==> config.mk <==
export PLATFORM = sky130hd
export DESIGN_NAME = generador_mdio
export DESIGN_NICKNAME = d
export VERILOG_FILES = /design/src/rtl/generador_mdio.sv
export SDC_FILE = /design/constraint.sdc
export NUM_CORES = 1
export LEC_CHECK = 0
export CAP_MARGIN = 20
export CORE_MARGIN = 1
export CORE_UTILIZATION = 35
export CTS_BUF_LIST = sky130_fd_sc_hd__clkbuf_8 sky130_fd_sc_hd__clkbuf_16
export CTS_CLUSTER_DIAMETER = 200
export DETAILED_ROUTE_END_ITERATION = 16
export GPL_TIMING_DRIVEN = 0
export HOLD_SLACK_MARGIN = 0.1
export PLACE_DENSITY = 0.64
export SYNTH_ARGS = -nofsm -noshare
export SYNTH_HDL_FRONTEND = slang
export SYNTH_SLANG_ARGS = --single-unit
==> constraint.sdc <==
create_clock -name CLK -period 6.2 [get_ports CLK]
set_clock_uncertainty 0.1 [all_clocks]
set_input_delay 0.62 -clock CLK [delete_from_list [all_inputs] [get_ports CLK]]
set_output_delay 0.62 -clock CLK [all_outputs]
set_load 0.02 [all_outputs]
==> src/rtl/generador_mdio.sv <==
`default_nettype none
// ============================================================================
// Module   : generador_mdio
// Brief    : MDIO station-management frame generator (MDC = CLK/2, optional
//            preamble, 32-bit write frames, header + TA + 16-bit read frames).
// Revision : 1.0
// ============================================================================
module generador_mdio #(
  parameter int PRE_LEN = 0
) (
  input  logic        CLK,
  input  logic        reset,
  input  logic        MDIO_START,
  input  logic [31:0] T_DATA,
  input  logic        MDIO_IN,
  output logic        MDC,
  output logic        MDIO_OUT,
  output logic        MDIO_OE,
  output logic [15:0] RD_DATA,
  output logic        DATA_RDY
);

  localparam logic [1:0] S_IDLE  = 2'd0;
  localparam logic [1:0] S_PRE   = 2'd1;
  localparam logic [1:0] S_FRAME = 2'd2;
  localparam logic [1:0] S_DONE  = 2'd3;

  localparam logic [5:0] c_pre_last  = 6'(PRE_LEN - 1);
  localparam logic [5:0] c_frame_end = 6'd32;

  logic [1:0]  r_state;
  logic [5:0]  r_cnt;
  logic [31:0] r_frame;
  logic        r_is_read;
  logic [15:0] r_shift;
  logic        r_mdc;
  logic        r_out;
  logic        r_oe;
  logic [15:0] r_rd_data;
  logic        r_rdy;

  logic w_start_ok;
  logic w_fall;
  logic w_drive;

  assign w_start_ok = MDIO_START && (T_DATA[29:28] == 2'b01 || T_DATA[29:28] == 2'b10);
  // MDC is about to go 1->0 on this edge
  assign w_fall     = r_mdc;
  // read frames release the line from the TA field onward
  assign w_drive    = !r_is_read || (r_cnt < 6'd14);

  always_ff @(posedge CLK) begin
    if (reset) begin
      r_state   <= S_IDLE;
      r_cnt     <= 6'd0;
      r_frame   <= 32'h0;
      r_is_read <= 1'b0;
      r_shift   <= 16'h0;
      r_mdc     <= 1'b0;
      r_out     <= 1'b0;
      r_oe      <= 1'b0;
      r_rd_data <= 16'h0;
      r_rdy     <= 1'b0;
    end else begin
      r_mdc <= ~r_mdc;
      r_rdy <= 1'b0;
      case (r_state)
        S_IDLE: begin
          r_out <= 1'b0;
          r_oe  <= 1'b0;
          if (w_start_ok) begin
            r_frame   <= T_DATA;
            r_is_read <= (T_DATA[29:28] == 2'b10);
            r_cnt     <= 6'd0;
            r_state   <= (PRE_LEN == 0) ? S_FRAME : S_PRE;
          end
        end
        S_PRE: begin
          if (w_fall) begin
            r_out <= 1'b1;
            r_oe  <= 1'b1;
            if (r_cnt == c_pre_last) begin
              r_cnt   <= 6'd0;
              r_state <= S_FRAME;
            end else begin
              r_cnt <= r_cnt + 6'd1;
            end
          end
        end
        S_FRAME: begin
          if (w_fall) begin
            if (r_cnt == c_frame_end) begin
              r_out   <= 1'b0;
              r_oe    <= 1'b0;
              r_state <= S_DONE;
              if (r_is_read) begin
                r_rd_data <= r_shift;
                r_rdy     <= 1'b1;
              end
            end else begin
              r_out   <= w_drive & r_frame[31];
              r_oe    <= w_drive;
              r_frame <= {r_frame[30:0], 1'b0};
              r_cnt   <= r_cnt + 6'd1;
            end
          end else if (r_is_read && r_cnt >= 6'd17) begin
            // r_cnt is one past the bit being transferred: bits 16..31
            r_shift <= {r_shift[14:0], MDIO_IN};
          end
        end
        S_DONE: begin
          r_state <= S_IDLE;
        end
        default: begin
          r_state <= S_IDLE;
        end
      endcase
    end
  end

  assign MDC      = r_mdc;
  assign MDIO_OUT = r_out;
  assign MDIO_OE  = r_oe;
  assign RD_DATA  = r_rd_data;
  assign DATA_RDY = r_rdy;

endmodule
`default_nettype wire

==> flow_summary.json <==
{
  "core.rowCount": 35,
  "hold_path_end": "MDIO_OE",
  "postSynth.asyncResetShare": 0,
  "syn-mean-instance-area_um2": 9.679,
  "final_net_count": 466,
  "timing.max_slew.rel_slack": 0.3422,
  "dp_hpwl_um": 5544,
  "dp_cells": 539,
  "ys_dominant_reg_cell": "sky130_fd_sc_hd__dfxtp_1",
  "antenna-diode-count": 0,
  "ys_seq_area_frac": 0.4473,
  "floorplan.core_area_mm2": 0.009371,
  "holdBufCountCts": 0,
  "detail_route.wl_per_cell_um": 13.79,
  "worst_ir_drop_vdd_uv": 133.6,
  "rsz0062_at_grt": "false",
  "post_drt_via_cell_ratio": 5.142,
  "clock_tree.root_cell": "sky130_fd_sc_hd__clkbuf_8",
  "tritoncts_clock_tree": "yes",
  "initial_utilization": 0.3677,
  "floorplan.die.width_um": 101.2,
  "critPathArrivalTime_ps": 3080,
  "run_status": "finished clean",
  "number_of_sinks_driven_by_the_clock_tree": 77,
  "endpoint_kind": "flip-flop",
  "setup_viol": 0,
  "tightest_slew_ps": 980.1,
  "crit-reg2reg-capture": "r_cnt[3]",
  "synthToLayoutAreaGrowth_pct": 25.85,
  "yosys_register_bits": 77,
  "cts.path.max_buffers": 2,
  "h-tree-depth": 3,
  "most_common_cell_after_layout_fill_and_taps_aside": "sky130_fd_sc_hd__dfxtp_1",
  "post-cts-setup-buffers": 0,
  "clock.fmax_mhz": 336.7,
  "maxSlewViolCount": 0,
  "grt_antenna_before_repair": 0,
  "globalRouteOverflowTotal": 0,
  "reg_clk_slew_reported_paths_ps": 80,
  "total_routing_resource_utilization_after_global_routing": 0.1577,
  "holdCritPathClass": "reg -> reg",
  "synth_cells": 356,
  "cts_bufs_inserted": 9,
  "synth_cell_types": 44,
  "hold_violations": 0,
  "whs_path_depth": 2,
  "r2r_cells": 6,
  "vias": 2854,
  "worst_r2r_startpoint": "r_state[1]",
  "post_cts_resize_count": 0,
  "top_level_ports": 56,
  "rrSetupSlack_ps": 3570,
  "ys_top_cells_by_area": "sky130_fd_sc_hd__dfxtp_1 (45%), sky130_fd_sc_hd__mux2i_1 (19%), sky130_fd_sc_hd__a211oi_1 (7.0%)",
  "initialDrtViolationCount": 84,
  "setup.worst_path.start_class": "input port",
  "min_period_over_period": 0.4790,
  "instances_no_fill": 555,
  "p_leak_nw": 1.475,
  "dieArea_mm2": 0.01025,
  "drt_pre_antenna_iters": 4,
  "vias_in_the_first_global_route": 2798,
  "min-delay-start": "MDIO_OE",
  "synth_edf_count": 0,
  "drt-total-wl_um": 7655,
  "layout_common_cells": "sky130_fd_sc_hd__dfxtp_1 (77), sky130_fd_sc_hd__mux2i_1 (65), sky130_fd_sc_hd__clkdlybuf4s50_1 (54), sky130_fd_sc_hd__a21oi_1 (39), sky130_fd_sc_hd__a211oi_1 (32)",
  "synth_largest_area_cell": "sky130_fd_sc_hd__dfxtp_1",
  "finalCriticalPeriod_ps": 2970,
  "grt_pass1_wl_um": 12800,
  "timing.setup.tns_ps": 0,
  "post-route-drc-count": 0,
  "timing.max_cap.violations": 0,
  "io_buffer_count": 54,
  "synth.net_count": 401,
  "num-fill-cells": 961,
  "grt_max_degree": 14,
  "finalWeightedCongestion": 0.7738,
  "power_density_mw_per_mm2": 280.0,
  "clk_latency_ps": 350,
  "netlist.area_leader.share": 0.4473,
  "floorplan_die_height_um": 101.2,
  "worst-endpoint-required_ps": 6310,
  "postRouteAntennaNets": 0,
  "final_layout_size_suffix_gt1_frac": 0.06338,
  "timing_worst_setup_path_type": "in -> reg",
  "yosys_warnings": 0,
  "largest_driver_fanout_on_the_critical_path": 10,
  "synthesis.area_mm2": 0.003446,
  "layout.core_utilization": 0.4628
}
-- synthesized netlist by cell type (all sizes together), types with 2 or more instances --
cell type / n
or2: 2
clkbuf: 13
nand2: 21
o21ai: 2
nand4: 2
o211ai: 3
buf: 13
dfxtp: 77
and3: 3
ha: 9
nand3b: 3
nor2: 26
inv: 8
a211oi: 32
nor3: 2
nor2b: 2
nand2b: 3
mux2i: 65
o31ai: 4
a21oi: 40
nand3: 6
-- through the flow --
stage	hold slack (ps)	setup WS, ps	cell area (um2)	power [mW]
finish	370.3	3230	4337	1.214
global placement	350.9	2917	4148	0.8468
floorplan	334.4	3856	3446	0.7770
CTS	376.0	3277	4337	1.224
global route	394.7	3073	4337	1.281
detailed placement	364.5	2920	4148	0.8542
-- worst max path at each step --
stage	from	endpoint	slack (ps)	depth (start not counted)
detailed placement	T_DATA[28]	r_frame[10]	2920	9
floorplan	T_DATA[28]	r_frame[14]	3860	8
global route	T_DATA[28]	r_frame[12]	3070	9
finish	T_DATA[28]	r_frame[21]	3230	9
global placement	T_DATA[28]	r_cnt[3]	2920	7
CTS	T_DATA[28]	r_cnt[3]	3280	7
-- state kept, by name (all words and copies together), names as in the netlist --
register	count
RD_DATA	16
r_cnt	6
MDIO_OE	1
MDIO_OUT	1
r_state	2
DATA_RDY	1
MDC	1
r_is_read	1
r_shift	16
r_frame	32
-- routing by layer --
| layer | track usage | up-vias | wire (um) |
|---|---|---|---|
| li1 | - | 1430 | - |
| met4 | 0.05797 | 0 | 107 |
| met2 | 0.2559 | 70 | 3491 |
| met5 | 0 | - | 0 |
| met1 | 0.2003 | 1341 | 3667 |
| met3 | 0.04348 | 13 | 389 |
-- cell type report --
| type | instances | area (um2) | share of cell area |
|---|---|---|---|
| buffer | 26 | 108.9 | 0.02510 |
| clock buffer | 9 | 123.9 | 0.02856 |
| clock inverter | 7 | 65.06 | 0.01500 |
| inverter | 9 | 33.78 | 0.007790 |
| multi-input combinational | 244 | 1762 | 0.4062 |
| sequential | 77 | 1541 | 0.3555 |
| tap | 129 | 161.4 | 0.03722 |
| timing repair buffer | 54 | 540.5 | 0.1246 |
-- critical path, cell delays in order --
cell and delay [ps]:
sky130_fd_sc_hd__clkdlybuf4s50_1 510, sky130_fd_sc_hd__inv_1 60, sky130_fd_sc_hd__ha_1 290, sky130_fd_sc_hd__nand2b_1 200, sky130_fd_sc_hd__a21oi_1 470, sky130_fd_sc_hd__and2_1 200
sky130_fd_sc_hd__clkbuf_1 160, sky130_fd_sc_hd__buf_1 420, sky130_fd_sc_hd__a211oi_1 140
-- kinds of logic after synthesis --
kind of cell,Yosys count,share of synthesized area
DFF,77,0.4473
buffers and inverters,35,0.04139
muxes,66,0.1921
and+or+nand+nor,77,0.1111
AOI/OAI and AO/OA,92,0.1754
adders and majority gates,9,0.03268
-- where the power goes --
part	switching, mW	leakage [nW]	internal [mW]	total, mW
Combinational	0.147	0.747	0.122	0.269
Sequential	0.0290	0.627	0.546	0.575
Clock	0.186	0.101	0.184	0.370
No activity file was read; power rests on OpenSTA's default activity.
